**src/rtl/psg_pkg.sv**
```systemverilog
// Shared types and constants for the stereo PSG: write-FSM states, register
// types, noise rate codes and the 2 dB attenuation table.
package psg_pkg;

    typedef enum logic {
        IDLE = 1'b0,
        WAIT = 1'b1
    } wr_state_t;

    typedef enum logic {
        TYPE_TONE = 1'b0,
        TYPE_VOL  = 1'b1
    } reg_type_t;

    localparam logic [1:0] NOISE_RATE_16    = 2'd0;
    localparam logic [1:0] NOISE_RATE_32    = 2'd1;
    localparam logic [1:0] NOISE_RATE_64    = 2'd2;
    localparam logic [1:0] NOISE_RATE_TONE2 = 2'd3;

    // Index 0 is loudest; entry 15 is silence.
    localparam logic [15:0][7:0] ATTEN_LUT = {
        8'd0,   8'd10,  8'd13,  8'd16,  8'd20,  8'd26,  8'd32,  8'd40,
        8'd51,  8'd64,  8'd81,  8'd102, 8'd128, 8'd161, 8'd203, 8'd255
    };

    function automatic logic [9:0] noise_period(input logic [1:0] rate);
        case (rate)
            NOISE_RATE_16: return 10'd16;
            NOISE_RATE_32: return 10'd32;
            NOISE_RATE_64: return 10'd64;
            default:       return 10'd0;
        endcase
    endfunction

endpackage

```
**src/rtl/psg_tone_gen.sv**
```systemverilog
// Half-period divider: counts voice ticks down from the period and flips its
// toggle on every reload. The period is sampled only when reloading.
module psg_tone_gen (
    input  logic       CLK,
    input  logic       nRST,
    input  logic       tick,
    input  logic [9:0] period,
    output logic       tgl
);

    logic [9:0] cnt_q;

    // Reload on the tick that would take the count to zero, so a period P
    // gives exactly P ticks between toggles.
    always_ff @(posedge CLK) begin
        if (!nRST) begin
            cnt_q <= '0;
            tgl   <= 1'b0;
        end else if (tick) begin
            if (cnt_q <= 10'd1) begin
                cnt_q <= period;
                tgl   <= ~tgl;
            end else begin
                cnt_q <= cnt_q - 10'd1;
            end
        end
    end

endmodule

```
**src/rtl/psg_stereo_core.sv**
```systemverilog
// SN76489-class sound generator: byte-bus register file with READY wait
// states, three tone voices, LFSR noise, per-voice panning and two PWM DACs.
module psg_stereo_core
    import psg_pkg::*;
#(
    parameter int                CLK_DIV     = 16,
    parameter int                LFSR_W      = 15,
    parameter logic [LFSR_W-1:0] LFSR_TAPS   = LFSR_W'(3),
    parameter int                PWM_W       = 8,
    parameter int                WAIT_CYCLES = 32
) (
    input  logic      CLK,
    input  logic      nRST,
    input  logic      nCE,
    input  logic      nWE,
    input  logic      PAN_SEL,
    input  logic [7:0] D,
    output logic      READY,
    output logic      AOUT_L,
    output logic      AOUT_R,
    output logic      SAMPLE_STB,
    output wr_state_t dbg_wr_state
);

    localparam int PRE_W = $clog2(CLK_DIV);
    localparam int WCW   = (WAIT_CYCLES > 1) ? $clog2(WAIT_CYCLES) : 1;
    localparam logic [WCW-1:0]    WAIT_LAST = WCW'(WAIT_CYCLES - 1);
    localparam logic [PRE_W-1:0]  PRE_LAST  = PRE_W'(CLK_DIV - 1);
    localparam logic [LFSR_W-1:0] LFSR_SEED = {1'b1, {(LFSR_W-1){1'b0}}};

    wr_state_t         state_q;
    logic [WCW-1:0]    wait_cnt_q;
    logic              strobe;
    logic              accept;
    logic              noise_wr;

    logic [2:0][9:0]   tone_q;
    logic [3:0][3:0]   vol_q;
    logic [2:0]        noise_q;
    logic [7:0]        pan_q;
    logic [1:0]        ch_q;
    reg_type_t         type_q;

    logic [PRE_W-1:0]  pre_cnt_q;
    logic              tick;
    logic [2:0]        tone_tgl;
    logic              noise_div_tgl;
    logic              noise_tgl;
    logic              noise_tgl_q;
    logic              noise_shift;
    logic              lfsr_msb_in;
    logic [LFSR_W-1:0] lfsr_q;
    logic [3:0]        voice_out;

    logic [9:0]        sum_l;
    logic [9:0]        sum_r;
    logic [PWM_W-1:0]  level_l_q;
    logic [PWM_W-1:0]  level_r_q;
    logic [PWM_W-1:0]  pwm_cnt_q;
    logic [PWM_W-1:0]  lat_l_q;
    logic [PWM_W-1:0]  lat_r_q;
    logic              stb_q;

    // Bus handshake: a write is accepted only in IDLE when nCE and nWE are both
    // low; READY stays low for WAIT_CYCLES cycles and until the strobe is released.
    assign strobe       = !nCE && !nWE;
    assign accept       = (state_q == IDLE) && strobe;
    assign READY        = (state_q == IDLE);
    assign dbg_wr_state = state_q;

    always_ff @(posedge CLK) begin
        if (!nRST) begin
            state_q    <= IDLE;
            wait_cnt_q <= '0;
        end else begin
            case (state_q)
                IDLE: begin
                    if (strobe) begin
                        state_q    <= WAIT;
                        wait_cnt_q <= '0;
                    end
                end
                WAIT: begin
                    if (wait_cnt_q == WAIT_LAST) begin
                        if (!strobe) state_q <= IDLE;
                    end else begin
                        wait_cnt_q <= wait_cnt_q + 1'b1;
                    end
                end
                default: state_q <= IDLE;
            endcase
        end
    end

    always_comb begin
        noise_wr = 1'b0;
        if (accept && !PAN_SEL) begin
            if (D[7]) noise_wr = !D[4] && (D[6:5] == 2'd3);
            else      noise_wr = (type_q == TYPE_TONE) && (ch_q == 2'd3);
        end
    end

    always_ff @(posedge CLK) begin
        if (!nRST) begin
            tone_q  <= '0;
            vol_q   <= {4{4'hF}};
            noise_q <= '0;
            pan_q   <= 8'hFF;
            ch_q    <= '0;
            type_q  <= TYPE_TONE;
        end else if (accept) begin
            if (PAN_SEL) begin
                pan_q <= D;
            end else if (D[7]) begin
                ch_q   <= D[6:5];
                type_q <= reg_type_t'(D[4]);
                for (int i = 0; i < 4; i++)
                    if (D[4] && D[6:5] == 2'(i)) vol_q[i] <= D[3:0];
                for (int i = 0; i < 3; i++)
                    if (!D[4] && D[6:5] == 2'(i)) tone_q[i][3:0] <= D[3:0];
            end else begin
                for (int i = 0; i < 4; i++)
                    if (type_q == TYPE_VOL && ch_q == 2'(i)) vol_q[i] <= D[3:0];
                for (int i = 0; i < 3; i++)
                    if (type_q == TYPE_TONE && ch_q == 2'(i)) tone_q[i][9:4] <= D[5:0];
            end
            if (noise_wr) noise_q <= D[2:0];
        end
    end

    assign tick = (pre_cnt_q == PRE_LAST);

    always_ff @(posedge CLK) begin
        if (!nRST) pre_cnt_q <= '0;
        else       pre_cnt_q <= tick ? '0 : pre_cnt_q + 1'b1;
    end

    for (genvar g = 0; g < 3; g++) begin : gen_tone
        psg_tone_gen u_tone (
            .CLK    (CLK),
            .nRST   (nRST),
            .tick   (tick),
            .period (tone_q[g]),
            .tgl    (tone_tgl[g])
        );
    end

    psg_tone_gen u_noise_div (
        .CLK    (CLK),
        .nRST   (nRST),
        .tick   (tick),
        .period (noise_period(noise_q[1:0])),
        .tgl    (noise_div_tgl)
    );

    // Rate 3 slaves the noise clock to voice 2: it flips whenever tone 2 reloads.
    assign noise_tgl   = (noise_q[1:0] == NOISE_RATE_TONE2) ? tone_tgl[2] : noise_div_tgl;
    assign noise_shift = noise_tgl && !noise_tgl_q;
    assign lfsr_msb_in = noise_q[2] ? ^(lfsr_q & LFSR_TAPS) : lfsr_q[0];

    always_ff @(posedge CLK) begin
        if (!nRST) begin
            noise_tgl_q <= 1'b0;
            lfsr_q      <= LFSR_SEED;
        end else begin
            noise_tgl_q <= noise_tgl;
            if (noise_wr)         lfsr_q <= LFSR_SEED;
            else if (noise_shift) lfsr_q <= {lfsr_msb_in, lfsr_q[LFSR_W-1:1]};
        end
    end

    always_comb begin
        voice_out = '0;
        for (int n = 0; n < 3; n++)
            voice_out[n] = (tone_q[n] <= 10'd1) ? 1'b1 : tone_tgl[n];
        voice_out[3] = lfsr_q[0];
    end

    // Four 8-bit amplitudes peak at 1020, so a 10-bit sum never wraps.
    always_comb begin
        sum_l = '0;
        sum_r = '0;
        for (int n = 0; n < 4; n++) begin
            if (voice_out[n] && pan_q[n+4]) sum_l = sum_l + {2'b00, ATTEN_LUT[vol_q[n]]};
            if (voice_out[n] && pan_q[n])   sum_r = sum_r + {2'b00, ATTEN_LUT[vol_q[n]]};
        end
    end

    always_ff @(posedge CLK) begin
        if (!nRST) begin
            level_l_q <= '0;
            level_r_q <= '0;
            pwm_cnt_q <= '0;
            lat_l_q   <= '0;
            lat_r_q   <= '0;
            stb_q     <= 1'b0;
        end else begin
            level_l_q <= sum_l[9 -: PWM_W];
            level_r_q <= sum_r[9 -: PWM_W];
            pwm_cnt_q <= pwm_cnt_q + 1'b1;
            stb_q     <= (pwm_cnt_q == '0);
            if (pwm_cnt_q == '0) begin
                lat_l_q <= level_l_q;
                lat_r_q <= level_r_q;
            end
        end
    end

    assign AOUT_L     = (pwm_cnt_q < lat_l_q);
    assign AOUT_R     = (pwm_cnt_q < lat_r_q);
    assign SAMPLE_STB = stb_q;

endmodule

```
**config.mk**
```make
export PLATFORM = sky130hd
export DESIGN_NAME = psg_stereo_core
export DESIGN_NICKNAME = d
export VERILOG_FILES = /design/src/rtl/psg_pkg.sv /design/src/rtl/psg_tone_gen.sv /design/src/rtl/psg_stereo_core.sv
export SDC_FILE = /design/constraint.sdc
export NUM_CORES = 1
export LEC_CHECK = 0
export CAP_MARGIN = 20
export CORE_ASPECT_RATIO = 0.7
export CORE_MARGIN = 4
export CORE_UTILIZATION = 34
export DETAILED_ROUTE_END_ITERATION = 12
export HOLD_SLACK_MARGIN = 0.06
export PLACE_DENSITY = 0.54
export SLEW_MARGIN = 15
export SYNTH_ARGS = -nofsm -noshare
export SYNTH_HDL_FRONTEND = slang
export SYNTH_HIERARCHICAL = 1
export SYNTH_SLANG_ARGS = --single-unit
```
**constraint.sdc**
```tcl
create_clock -name CLK -period 5.02 [get_ports CLK]
set_input_delay 1.255 -clock CLK [delete_from_list [all_inputs] [get_ports CLK]]
set_output_delay 1.255 -clock CLK [all_outputs]
set_load 0.1 [all_outputs]
```
Word level (Yosys, flattened, before mapping)
Memories as Yosys holds them, arrays and structs flattened. A register that Yosys moved wholly into a read port is not among the register bits. Index checks and enable logic that the tools add are counted.

Register bits after elaboration: 171. Memory bits (read-only): 512. Bits of input ports: 13. Output and inout port bits: 5. Word-level logic and storage cells: 198. Memories: 4.

Add/sub/neg operators: 13. $lt $le $gt $ge: 13. Equal/unequal tests: 17. Muxes and demuxes: 47. Bitwise gates (word level): 9. Reduce and logical (&&, ||, !) cells: 62.

Memories: (name not given) (words 16, bits a word 8, rd ports 1, clocked after Yosys merged registers in 1, wr ports 0, RTL line psg_stereo_core.sv:185) `if (voice_out[n] && pan_q[n]) sum_r = sum_r + {2'b00, ATTEN_LUT[vol_q[n]]};`; (name not given) (words 16, bits a word 8, rd ports 1, clocked after Yosys merged registers in 1, wr ports 0, RTL line psg_stereo_core.sv:185); (name not given) (words 16, bits a word 8, rd ports 1, clocked after Yosys merged registers in 1, wr ports 0, RTL line psg_stereo_core.sv:185); (name not given) (words 16, bits a word 8, rd ports 1, clocked after Yosys merged registers in 1, wr ports 0, RTL line psg_stereo_core.sv:185).

Operators by type and width (number): $mux W10 (10); $le A10 B1 Y1 const B (7); $mux W4 (16); $add A10 B8 Y10 (6); $mux W8 (6); $reduce_and A4 Y1 (10); $sub A10 B1 Y10 const B (4); $logic_and A1 B1 Y1 (28); $pmux W7 S3 (1); $lt A4 B5 Y1 const B (4); $lt A8 B8 Y1 (2); $mux W16 (1); $reduce_xor A15 Y1 (1); $reduce_and A2 Y1 (7); $eq A2 B2 Y1 const B (6); $mux W5 (2); $ne A2 B1 Y1 const B (5); $pmux W5 S2 (1); $mux W1 (9); $not A1 Y1 (9); $add A8 B1 Y8 const B (1); $logic_not A8 Y1 (1); $reduce_bool A2 Y1 (4); $eq A2 B1 Y1 const B (3); other kinds (10) (17).

Depth between registers and ports, before layout
Gate-level depths: netlist (run 1).

Word-level depth: 10. Depth in mapped cells: 26. Depth with buffers taken out: 25.

Hierarchy
Netlist (run 1), hierarchy kept.

By module, submodules not included: psg_stereo_core (instances 1, cells an instance 1100, area an instance 9313.9 um^2, sequential area each 3183.1 um^2); psg_tone_gen (instances 4, cells an instance 82, area an instance 664.4 um^2, sequential area each 220.2 um^2).

Worst setup path after synthesis (run 1)
Ideal clock, no wire load.

Kind: flip-flop to flip-flop. Start point: register tone_q[9] (netlist bit). End point: register level_l_q[7]. Library setup time: 0.117 ns. Arrival: 4.913 ns. Data required time: 4.903 ns. Path slack: -0.010 ns. Cell stages (with the launch flop): 25. Path buffers: 1. Clock period less this slack: 5.030 ns. Cell sequence: dfxtp_1 nor4_2 a31oi_1 and2b_1 clkbuf_1 and2_1 ha_1 inv_1 fa_1 nor2_1 a21oi_1 inv_1 ha_1 a21o_1 a21oi_1 o21bai_1 a2111oi_0 nor2_1 xnor2_1 mux2_2 ha_1 inv_1 o31ai_2 and3_1 o21ai_1.

Cells in the longest elaborated chain, start to end: 10.

Ends and longest elaborated chain: from (decl) (RTL line psg_stereo_core.sv:37) `logic [2:0][9:0] tone_q;`; from (signal, indexed assignment) (RTL line psg_stereo_core.sv:120) `if (!D[4] && D[6:5] == 2'(i)) tone_q[i][3:0] <= D[3:0];`; from (signal, indexed assignment) (RTL line psg_stereo_core.sv:125) `if (type_q == TYPE_TONE && ch_q == 2'(i)) tone_q[i][9:4] <= D[5:0];`; $le A10 B1 Y1 (*) (RTL line psg_stereo_core.sv:175) `voice_out[n] = (tone_q[n] <= 10'd1) ? 1'b1 : tone_tgl[n];`; $mux W1 (*) (RTL line psg_stereo_core.sv:175); $logic_and A1 B1 Y1 (*) (RTL line psg_stereo_core.sv:184) `if (voice_out[n] && pan_q[n+4]) sum_l = sum_l + {2'b00, ATTEN_LUT[vol_q[n]]};`; $mux W8 (*) (RTL line psg_stereo_core.sv:184); $add A10 B8 Y10 (RTL line psg_stereo_core.sv:184); $mux W10 (*) (RTL line psg_stereo_core.sv:184); $add A10 B8 Y10 (RTL line psg_stereo_core.sv:184); $mux W10 (*) (RTL line psg_stereo_core.sv:184); $add A10 B8 Y10 (RTL line psg_stereo_core.sv:184); $mux W10 (*) (RTL line psg_stereo_core.sv:184); to (signal assigned) (RTL line psg_stereo_core.sv:198) `level_l_q <= sum_l[9 -: PWM_W];`; to (decl) (RTL line psg_stereo_core.sv:57) `logic [PWM_W-1:0] level_l_q;`.

Every way passes the cells marked *; elsewhere a longest branch is shown, timed or not. A chain may end at the register's enable or synchronous reset.

Final worst setup path (run 1)
Start point: register tone_q[4] (netlist bit). End point: register level_r_q[6].

Cells in the longest elaborated chain, start to end: 10.

Ends and longest elaborated chain: $le A10 B1 Y1 (*) (RTL line psg_stereo_core.sv:175); $mux W1 (*) (RTL line psg_stereo_core.sv:175); $logic_and A1 B1 Y1 (*) (RTL line psg_stereo_core.sv:185); $mux W8 (*) (RTL line psg_stereo_core.sv:185); $add A10 B8 Y10 (RTL line psg_stereo_core.sv:185); $mux W10 (*) (RTL line psg_stereo_core.sv:185); $add A10 B8 Y10 (RTL line psg_stereo_core.sv:185); $mux W10 (*) (RTL line psg_stereo_core.sv:185); $add A10 B8 Y10 (RTL line psg_stereo_core.sv:185); $mux W10 (*) (RTL line psg_stereo_core.sv:185); to (signal assigned) (RTL line psg_stereo_core.sv:199) `level_r_q <= sum_r[9 -: PWM_W];`; to (decl) (RTL line psg_stereo_core.sv:58) `logic [PWM_W-1:0] level_r_q;`.

Marks and branches as above.

==> results of run 1 <==
[worst paths after layout]
check / to / slack, ns / cells after the start
setup / recovery: level_r_q[6] / 0.21 / 22
hold / removal: lat_r_q[4] / 0.46 / 2
setup reg to reg: level_r_q[6] / 0.21 / 22
hold reg to reg: lat_r_q[4] / 0.46 / 2
[power breakdown]
group	internal [mW]	total [mW]	switching [mW]
combinational	0.101	0.282	0.181
sequential	1.63	1.64	0.0155
clock	1.13	1.83	0.699
[critical path: stages, from the launching register on]
cell,delay (ns)
dfxtp_4,0.35
nor4_4,0.29
a31oi_2,0.16
buf_4,0.17
and2b_2,0.22
buf_6,0.12
and2_4,0.15
ha_4,0.20
nor2b_1,0.14
o31a_1,0.32
o311a_1,0.38
a211oi_2,0.16
a21o_1,0.21
ha_4,0.24
a211oi_1,0.20
o21ai_1,0.09
o21a_1,0.17
ha_1,0.30
inv_1,0.06
a311oi_4,0.30
nor2_2,0.10
or3_1,0.32
nand4_1,0.10
[area by class of cell]
type                    instances  share of cell area (%)
clock inverters                10                    1.35
repair buffers                 58                    3.40
flip-flops and latches        203                    29.3
multi-input cells            1104                    55.2
well taps                     472                    4.26
clock buffers                  29                    4.45
inverters                      75                    2.04
[cell usage after synthesis, types with 10 or more instances]
| library cell | number |
|---|---|
| nor2_1 | 176 |
| a31oi_1 | 29 |
| nand3_1 | 59 |
| dfxtp_1 | 203 |
| nor2b_1 | 11 |
| nand4b_1 | 10 |
| and2_1 | 22 |
| mux2i_1 | 86 |
| nand2_1 | 144 |
| a21oi_1 | 87 |
| a211oi_1 | 14 |
| nor4_1 | 12 |
| nand2b_1 | 12 |
| buf_2 | 15 |
| clkbuf_1 | 31 |
| xnor2_1 | 16 |
| a21o_1 | 22 |
| o31ai_1 | 15 |
| o21ai_0 | 51 |
| o21a_1 | 12 |
| nor3_1 | 22 |
| or3_1 | 27 |
| ha_1 | 93 |
| xor2_1 | 12 |
| inv_1 | 71 |
[per-layer routing]
layer / vias up / global-route usage, % / wire length, um
li1: 5172 / - / -
met1: 4667 / 26.0 / 17500
met2: 178 / 21.1 / 11300
met3: 39 / 2.57 / 1260
met4: 4 / 2.50 / 404
met5: - / 0 / 26
[timing repair]
action,in CTS,in global routing
setup endpoints to repair,2,11
endpoints found under the hold margin,0,0
pin swaps,0,18
resized for setup,1,54
setup buffers,0,5
[stage by stage]
| step | instances | setup TNS [ns] | power [mW] |
|---|---|---|---|
| floorplan | 1434 | 0 | 1.87 |
| global placement | 1907 | 0 | 1.95 |
| detailed placement | 1907 | -0.0698 | 1.95 |
| CTS | 1946 | 0 | 3.79 |
| global route | 1951 | -0.104 | 3.88 |
| finish | 1951 | 0 | 3.75 |
[layout by cell type (no fill, tap or decap), types with 7 or more instances in the layout]
cell             instances
nand3b_1                 9
o21ai_0                 46
mux2i_1                 86
nand2b_1                12
xor2_1                  12
o21ai_1                 11
o21a_1                  12
a211oi_1                10
conb_1                   7
xnor2_1                 16
nor2_2                   7
nor3_1                  21
o32ai_1                  8
nand4b_1                10
a31oi_1                 28
nor2b_1                 11
or3_1                   27
clkbuf_16               23
nor2_1                 172
a21o_1                  22
dfxtp_1                202
clkdlybuf4s50_1         14
nor4_1                  12
and2_1                  19
nand3_1                 59
ha_1                    89
or2_2                    7
a21oi_1                 79
a21oi_2                  9
o31ai_1                 13
inv_1                   70
buf_4                   42
nand2_1                143
[logic make-up after synthesis]
kind of cell               Yosys count  share of synthesized area, %
AOI/OAI and AO/OA                  308                          17.2
adders and majority gates           97                          10.4
xor gates and xnor gates            28                          2.05
muxes                               92                          7.76
DFF                                203                          33.9
buffers and inverters              127                          4.34
other                                1                        0.0313
and+or+nand+nor                    572                          24.3
==> impl_results.md, run 1 <==
* Hold path start: level_r_q[4]
* Fmax achieved at approximately 0.21 GHz
* Tot GR Track Use at between 10% and 20%
* Top_reg_cell synth: dfxtp_1
* Post-synth top area cell: dfxtp_1
* #FFs+latches synth at approximately 200
* Setup ws final at around 0.21 ns
* Power per cell area at approximately 270 nW/um^2
* DRT Pass-1 Iters at 5
* Clock Sinks at slightly above 200
* Clk_lat worst skew at around 0.53 ns
* Worst Path Arrival at approximately 5.3 ns
* Cts hold-fix bufs at 0
* Final slew viol count at 0
* Area contributors post-synth: dfxtp_1 34%, ha_1 9.7%, mux2i_1 7.2%, nor2_1 5.5%, nand2_1 4.5%
* Final nets at ~1600
* Pre-CTS setup slack at -0.0395 ns
* Leak pwr at ~5.6 nW
* DP Wirelength at 22.6 mm
* Clock Pin Slew Worst Setup and Hold Paths at around 0.060 ns
* Largest net degree at the start of global routing at 70
* Core Footprint at between 30000 and 40000 um^2
* Final period util at 95.8%
* Die height at ~160 um
* Initial Util at between 30% and 40%
* Die X at 232 um
* # setup viols final at 0
* Final instance area at 13900 um^2
* Fin crit period at 4.81 ns
* Post-route DRC violation count at 0
* Worst hold slack at 0.460 ns
* H-Tree Depth at 1
* Yosys cell types at 84
* Status: finished clean
* Via count at 10100
* Rel. slew slack at between 20% and 30%
* Initial antenna violation count at 2
* Worst path required time at 5.48 ns
* FF+latch area at ~4000 um^2
* CTS Buf Count at 22
* Std-Cell Rows at 57
* Syn Inst Count at 1428
* Post-route ant nets at 0
* # IOs at 18
* Final Hold Vio Count at 0
* I/O Buffers at 17
* Worst Skew at ~0.024 ns
* DR iter-0 viols at around 720
* CP startpoint: tone_q[4]
* Top-area cell type share of the netlist area at between 30% and 40%
* Crit Path Max Fanout at 8
* Worst hold path type: flip-flop to flip-flop
* Via density at about 5.2
* Mapped cell area at 12000 um^2
* First-pass GRT wire length at ~50 mm
* Multi-input logic area at 7660 um^2
* Synth Warn # at 6
* Reg2reg start: tone_q[4]
* # fillers at roughly 3500
* Least-Margin Pin Slew at ~1.1 ns
* Seq/Total Area, Yosys at between 30% and 40%
* RSZ-0062 raised after global routing: true
* EDFF count, synth at 0
* GR Overflow Total at 0
* Peak VDD IR at roughly 0.18 mV
* Layout cells sized above 1 at 12.2%
* CTS tree: built
* CTS root buf: clkbuf_16
* Ant diodes at 0
* Async set-reset flop share out of synthesis at 0%
* Layout area overhead at 15.9%
* CTS Buffer Depth at 3
* Mean Syn Cell Area at around 8.4 um^2
* Post-Route WL at between 30 and 40 mm
* Final RePlAce weighted congestion at approximately 0.85
* Dpl cell area at between 10000 and 15000 um^2
* Die area at ~38000 um^2
* Max-cap violations at 0
* Nature of the critical path startpoint: flip-flop
* Vias in the first global route at ~9000
* DR WL/cell at roughly 16 um
* Final Util at between 30% and 40%
* Setup CP Type: flip-flop to flip-flop
* Crit end category: flip-flop
No activity file was read; power rests on OpenSTA's default activity.
==> inputs of run 2 (changes only) <==
--- a/config.mk
+++ b/config.mk
@@ -5,6 +5,7 @@
 export SDC_FILE = /design/constraint.sdc
 export NUM_CORES = 1
 export LEC_CHECK = 0
+export ABC_AREA = 1
 export CAP_MARGIN = 20
 export CORE_ASPECT_RATIO = 0.7
 export CORE_MARGIN = 4
==> run 2 against run 1 <==
- routed wire length is 1.4% higher
- via count is 12% higher
- total power is 1.7% higher
- hold slack worse by 0.013 ns
- first-iteration DRC count is 12% higher
- sequential power is 2% higher
- global-route usage is 0.51 points lower
- clock skew is 0.0027 ns lower
- critical path type unchanged
- highest routed layer is now met4
==> impl_results.md, run 2 <==
* Met2 Usage GRT at ~22%
* Met1 usage at around 24%
* Final instance area at 14100 um^2
* Most frequent cell after synthesis: nand2_1
* # fillers at about 3800
* Die area at around 40000 um^2
* Mapped cell area at roughly 13000 um^2
* Worst Path Arrival at between 4 and 5 ns
* Clk_lat worst skew at roughly 0.53 ns
* CP max-delay cell: fa_1
* Cell mode on critical path: nor2_1
* Top-area cell type share of the netlist area at between 30% and 40%
* Dpl cell area at around 13000 um^2
* Setup TNS at 0 ns
* CP max stage delay at around 0.4 ns
* Hold path start: pre_cnt_q[0]
* FF+latch area at between 4000 and 5000 um^2
* Final period util at 91.1%
* CTS root buf: clkbuf_16
* Register-to-Register Path Depth at 29
* Leak pwr at 6.57 nW
* CTS tree: built
* Worst hold slack at approximately 0.45 ns
* DRT Pass-1 Iters at 5
* Core Footprint at roughly 36000 um^2
* Final slew viol count at 0
* Async set-reset flop share out of synthesis at 0%
* Peak VDD IR at 0.247 mV
* GR Overflow Total at 0
* Post-synth top area cell: dfxtp_1
* Synth Warn # at 6
* Fmax achieved at approximately 0.22 GHz
* Final RePlAce weighted congestion at roughly 0.91
* Reg-to-reg endpoint: level_l_q[7]
* CTS Buf Count at 22
* Post-route ant nets at 0
* Yosys cell types at 50
* Via density at ~4.8
* Nature of the critical path startpoint: flip-flop
* Initial Util at 34.7%
* Status: finished clean
* Crit Path Max Fanout at 9
* EDFF count, synth at 0
* Crit end category: flip-flop
* Post-Route WL at between 30 and 40 mm
* Reg2reg start: tone_q[1]
* DR WL/cell at ~13 um
* # placed instances at between 2000 and 2500
* FF-to-FF setup slack at 0.44 ns
* Top_reg_cell synth: dfxtp_1
* Power per cell area at roughly 270 nW/um^2
* Ant diodes at 0
* Rel. slew slack at 34.9%
* #FFs+latches synth at a little over 200
* Final Hold Vio Count at 0
* First-pass GRT wire length at between 50 and 60 mm
* CTS Buffer Depth at 3
* Worst hold stages at 1
* # setup viols final at 0
* Fin crit period at approximately 4.6 ns
* Largest net degree at the start of global routing at 46
* Worst Skew at 0.0217 ns
* Mean Syn Cell Area at about 6.9 um^2
* Setup CP Type: flip-flop to flip-flop
* Commonest non-fill, non-tap cells in the layout: 394 x nand2_1, 273 x inv_1, 203 x dfxtp_1
* I/O Buffers at 17
* Layout cells sized above 1 at around 8.8%
* Max-cap violations at 0
* # IOs at 18
* Clock Sinks at 203
* Via count at around 11000
* Std-Cell Rows at 58
* Post-route DRC violation count at 0
* Clock Pin Slew Worst Setup and Hold Paths at around 0.060 ns
* Least-Margin Pin Slew at between 0.9 and 1 ns
* DR iter-0 viols at 813
* Initial antenna violation count at 0
* H-Tree Depth at 1
* RSZ-0062 raised after global routing: false
* Syn Inst Count at about 1800
* Vias in the first global route at around 10000
* Die X at between 200 and 250 um
* Worst hold path type: flip-flop to flip-flop
* Layout area overhead at 12.1%
* Tot GR Track Use at 15.3%
* Cts hold-fix bufs at 0
* Post-synth top cells: 396 x nand2_1, 273 x inv_1, 203 x dfxtp_1
* M3 GR Usage at between 2 and 2.5%
* Post-route insts no fill at between 2000 and 2500
* Multi-input logic area at between 7000 and 8000 um^2
* Leading cell type in the layout, fill and taps excluded: nand2_1
* Worst path required time at 5.44 ns
* Area contributors post-synth: dfxtp_1 32%, nand2_1 12%, ha_1 9.3%, inv_1 8.2%, a21oi_1 6.5%
* DP Wirelength at 23.2 mm
* Seq/Total Area, Yosys at 32.4%
* Most used routing layer: met1
* Final nets at about 2000
* Hold EP: pre_cnt_q[0]
* Die height at between 150 and 200 um
==> run 2: cell types whose count changed in the layout (fill, tap and decap cells not counted), sizes merged, moves of 27 or more <==
| cell | delta |
|---|---|
| or3 | -27 |
| o21ai | +100 |
| nand3 | +61 |
| a21oi | +76 |
| mux2i | -86 |
| inv | +211 |
| nand2 | +283 |
==> run 2: kinds of logic (layout without fill, tap and decap cells) <==
group / Yosys count / after routing / synth area share [%]
AND/OR/NAND/NOR: 777 / 777 / 28.9
adder cells (fa/ha/maj): 97 / 97 / 9.91
other: 1 / 7 / 0.0299
AO/OA/AOI/OAI: 383 / 383 / 16.6
XOR/XNOR: 32 / 32 / 2.23
buffers and inverters: 327 / 357 / 9.98
flip-flops: 203 / 203 / 32.4
==> run 2: final cells by class <==
class | count | area share (%)
multi-input combinational | 1296 | 52.0
sequential | 203 | 28.9
timing repair buffer | 33 | 1.97
clock buffer | 30 | 4.48
inverter | 288 | 7.68
clock inverter | 6 | 0.676
tap | 480 | 4.27
==> run 2: how the worst max path moves through the flow <==
| stage | from | end | cells after the start |
|---|---|---|---|
| floorplan | tone_q[1] | level_l_q[7] | 29 |
| global placement | tone_q[1] | level_l_q[7] | 29 |
| detailed placement | tone_q[1] | level_l_q[7] | 29 |
| CTS | tone_q[1] | level_l_q[7] | 29 |
| global route | tone_q[1] | level_r_q[7] | 31 |
| finish | tone_q[1] | level_l_q[7] | 29 |
==> run 2: power breakdown <==
part	internal, mW	switching (mW)	total (mW)
sequential	1.66	0.0260	1.68
clock	0.979	0.679	1.66
combinational	0.149	0.324	0.473
==> run 2: stage by stage <==
stage / total power, mW / util [%] / setup WS, ns
after floorplan: 2.05 / - / 0.743
after global placement: 2.18 / 36.6 / 0.371
after detailed placement: 2.18 / 36.6 / 0.192
after CTS: 3.86 / 38.6 / 0.193
after global routing: 4.00 / 38.9 / 0.0123
final: 3.82 / 38.9 / 0.444
==> run 2: per-layer routing <==
layer | vias up | part of all wire [%]
met1 | 5065 | 55
met2 | 212 | 39
met4 | 0 | 1.5
li1 | 5908 | -
met5 | - | 0
met3 | 34 | 4.4
==> run 2: what timing repair did <==
item                                    4_1_cts  5_1_grt
endpoints found under the setup margin        0        8
resized for setup                             0       26
buffers inserted                              0        4
==> run 2: critical path: cells and delay by family (launching register included) <==
family | cells | cell delay, ns
AND/OR/NAND/NOR | 15 | 1.34
AO/OA/AOI/OAI | 5 | 0.97
XOR/XNOR | 2 | 0.27
buffers and inverters | 3 | 0.28
adder cells (fa/ha/maj) | 4 | 1.32
flip-flops | 1 | 0.33
==> inputs of run 3 (changes only) <==
--- a/config.mk
+++ b/config.mk
@@ -11,6 +11,7 @@
 export CORE_MARGIN = 4
 export CORE_UTILIZATION = 34
 export DETAILED_ROUTE_END_ITERATION = 12
+export DONT_BUFFER_PORTS = 1
 export HOLD_SLACK_MARGIN = 0.06
 export PLACE_DENSITY = 0.54
 export SLEW_MARGIN = 15
==> run 3 against run 2 <==
- cell count down 0.64%
- worst setup slack worse by 0.090 ns
- utilization decreased by 0.24 points
- routed wire length is 1.5% lower
- hold slack worse by 0.0033 ns
- sequential power about the same
- sequential cell count is the same
- global-route usage shrank 0.13 points
- maximum frequency is 1.9% lower
- die area is the same
- clock skew increased by 0.0022 ns
- highest routed layer unchanged
==> impl_results.md, run 3 (synthesized netlist as in run 2, its figures left out) <==
* DR WL/cell at approximately 13 um
* Die height at approximately 170 um
* Setup ws final at ~0.35 ns
* Clock Sinks at 203
* Worst Skew at ~0.024 ns
* CP max-delay cell: fa_1
* Final slew viol count at 0
* Die X at around 240 um
* Clock Pin Slew Worst Setup and Hold Paths at roughly 0.06 ns
* Final Hold Vio Count at 0
* Post-Route WL at 30.5 mm
* CP max stage delay at 0.39 ns
* Final Util at around two fifths
* Crit end category: flip-flop
* Commonest non-fill, non-tap cells in the layout: 396 x nand2_1, 273 x inv_1, 203 x dfxtp_1
* Least-Margin Pin Slew at 0.932 ns
* Leading cell type in the layout, fill and taps excluded: nand2_1
* Std-Cell Rows at 58
* Ant diodes at 0
* Rel. slew slack at a little under two fifths
* DRT Pass-1 Iters at 5
* Worst hold stages at 1
* Post-route ant nets at 0
* Clk_lat worst skew at 0.53 ns
* Worst path required time at about 5.4 ns
* Layout area overhead at 11.4%
* Post-route DRC violation count at 0
* CTS tree: built
* Leak pwr at around 6.5 nW
* Worst hold path type: flip-flop to flip-flop
* Pre-CTS setup slack at between 0.09 and 0.1 ns
* Via density at between 4 and 5
* Die area at around 40000 um^2
* Reg2reg start: tone_q[1]
* I/O Buffers at 0
* Power per cell area at about 290 nW/um^2
* Core Footprint at between 30000 and 40000 um^2
* Initial Util at approximately a third
* Peak VDD IR at around 0.24 mV
* Cell mode on critical path: nor2_1
* Largest net degree at the start of global routing at about 100
* # setup viols final at 0
* Status: finished clean
* Fmax achieved at around 0.21 GHz
* Initial antenna violation count at 0
* Overall power at around 4.0 mW
* Reg-to-reg endpoint: level_l_q[7]
* Setup CP Type: flip-flop to flip-flop
* FF-to-FF setup slack at between 0.3 and 0.4 ns
* Layout cells sized above 1 at 8.69%
* Worst Path Arrival at around 5 ns
* Cts hold-fix bufs at 0
* Final nets at between 1500 and 2000
* Fin crit period at between 4 and 5 ns
* Vias in the first global route at 10100
* Final period util at between 90 and 100%
* Hold EP: pre_cnt_q[0]
* CTS Buf Count at 23
* Via count at 11000
* DR iter-0 viols at approximately 680
* GR Overflow Total at 0
* H-Tree Depth at 1
* Hold path start: pre_cnt_q[0]
* Tot GR Track Use at roughly 15%
* DP Wirelength at approximately 23 mm
* CTS root buf: clkbuf_16
* CTS Buffer Depth at 3
* Max-cap violations at 0
* First-pass GRT wire length at approximately 50 mm
* Nature of the critical path startpoint: flip-flop
* Crit Path Max Fanout at 9
* Final RePlAce weighted congestion at 0.915
* Register-to-Register Path Depth at 29
* # IOs at 18
## run 3: cell count changes in the layout (fill, tap and decap cells not counted), sizes merged
cell and delta:
bufinv +3, buf -7, clkinvlp +3, clkinv -1, clkdlybuf4s50 -14, inv +1
## run 3: how the worst max path moves through the flow
stage / start / endpoint / slack (ns) / cells past startpoint
after floorplan: tone_q[1] / level_l_q[7] / 0.74 / 29
after global placement: tone_q[1] / level_l_q[7] / 0.37 / 29
after detailed placement: tone_q[1] / level_l_q[7] / 0.09 / 29
after CTS: tone_q[1] / level_l_q[7] / 0.08 / 29
after global routing: tone_q[1] / level_l_q[5] / -0.005 / 27
final: tone_q[1] / level_l_q[7] / 0.35 / 29
## run 3: per-layer routing
metal / vias up / global-route usage, % / routed length, um
li1: 5885 / - / -
met1: 4872 / 23.6 / 16700
met2: 187 / 21.9 / 11800
met3: 48 / 2.21 / 1220
met4: 0 / 3.30 / 709
met5: - / 0 / 0
## run 3: stage by stage
step / cells / setup TNS [ns] / hold slack, ns / cell area [um^2]
floorplan: 1826 / 0 / 0.418 / 12600
global placement: 2277 / 0 / 0.429 / 13100
detailed placement: 2277 / 0 / 0.436 / 13100
CTS: 2319 / 0 / 0.451 / 13900
global route: 2321 / -0.00499 / 0.465 / 14000
finish: 2321 / 0 / 0.444 / 14000
## run 3: timing repair
item	CTS	global route
resized for setup	0	18
setup buffers	0	0
setup endpoints to repair	0	7
## run 3: cell type report
| type | count | area [um^2] |
|---|---|---|
| clock buffer | 30 | 652 |
| multi-input combinational | 1296 | 7300 |
| timing repair buffer | 12 | 85.1 |
| fill | 3766 | 22200 |
| sequential | 203 | 4060 |
| clock inverter | 12 | 200 |
| inverter | 288 | 1080 |
| tap | 480 | 601 |
## run 3: worst max-delay path: cells and delay by family (launching register included)
| family | cells | cell delay [ns] |
|---|---|---|
| fa+ha+maj | 4 | 1.28 |
| buf+inv | 1 | 0.06 |
| compound gates | 6 | 1.08 |
| simple gates | 16 | 1.49 |
| flops | 1 | 0.33 |
| xor+xnor | 2 | 0.32 |
## run 3: power by group
part / total, mW / internal (mW) / switching, mW
Combinational: 0.430 / 0.135 / 0.294
Clock: 1.88 / 1.18 / 0.704
Sequential: 1.69 / 1.66 / 0.0316
Total: 4.00 / 2.97 / 1.03
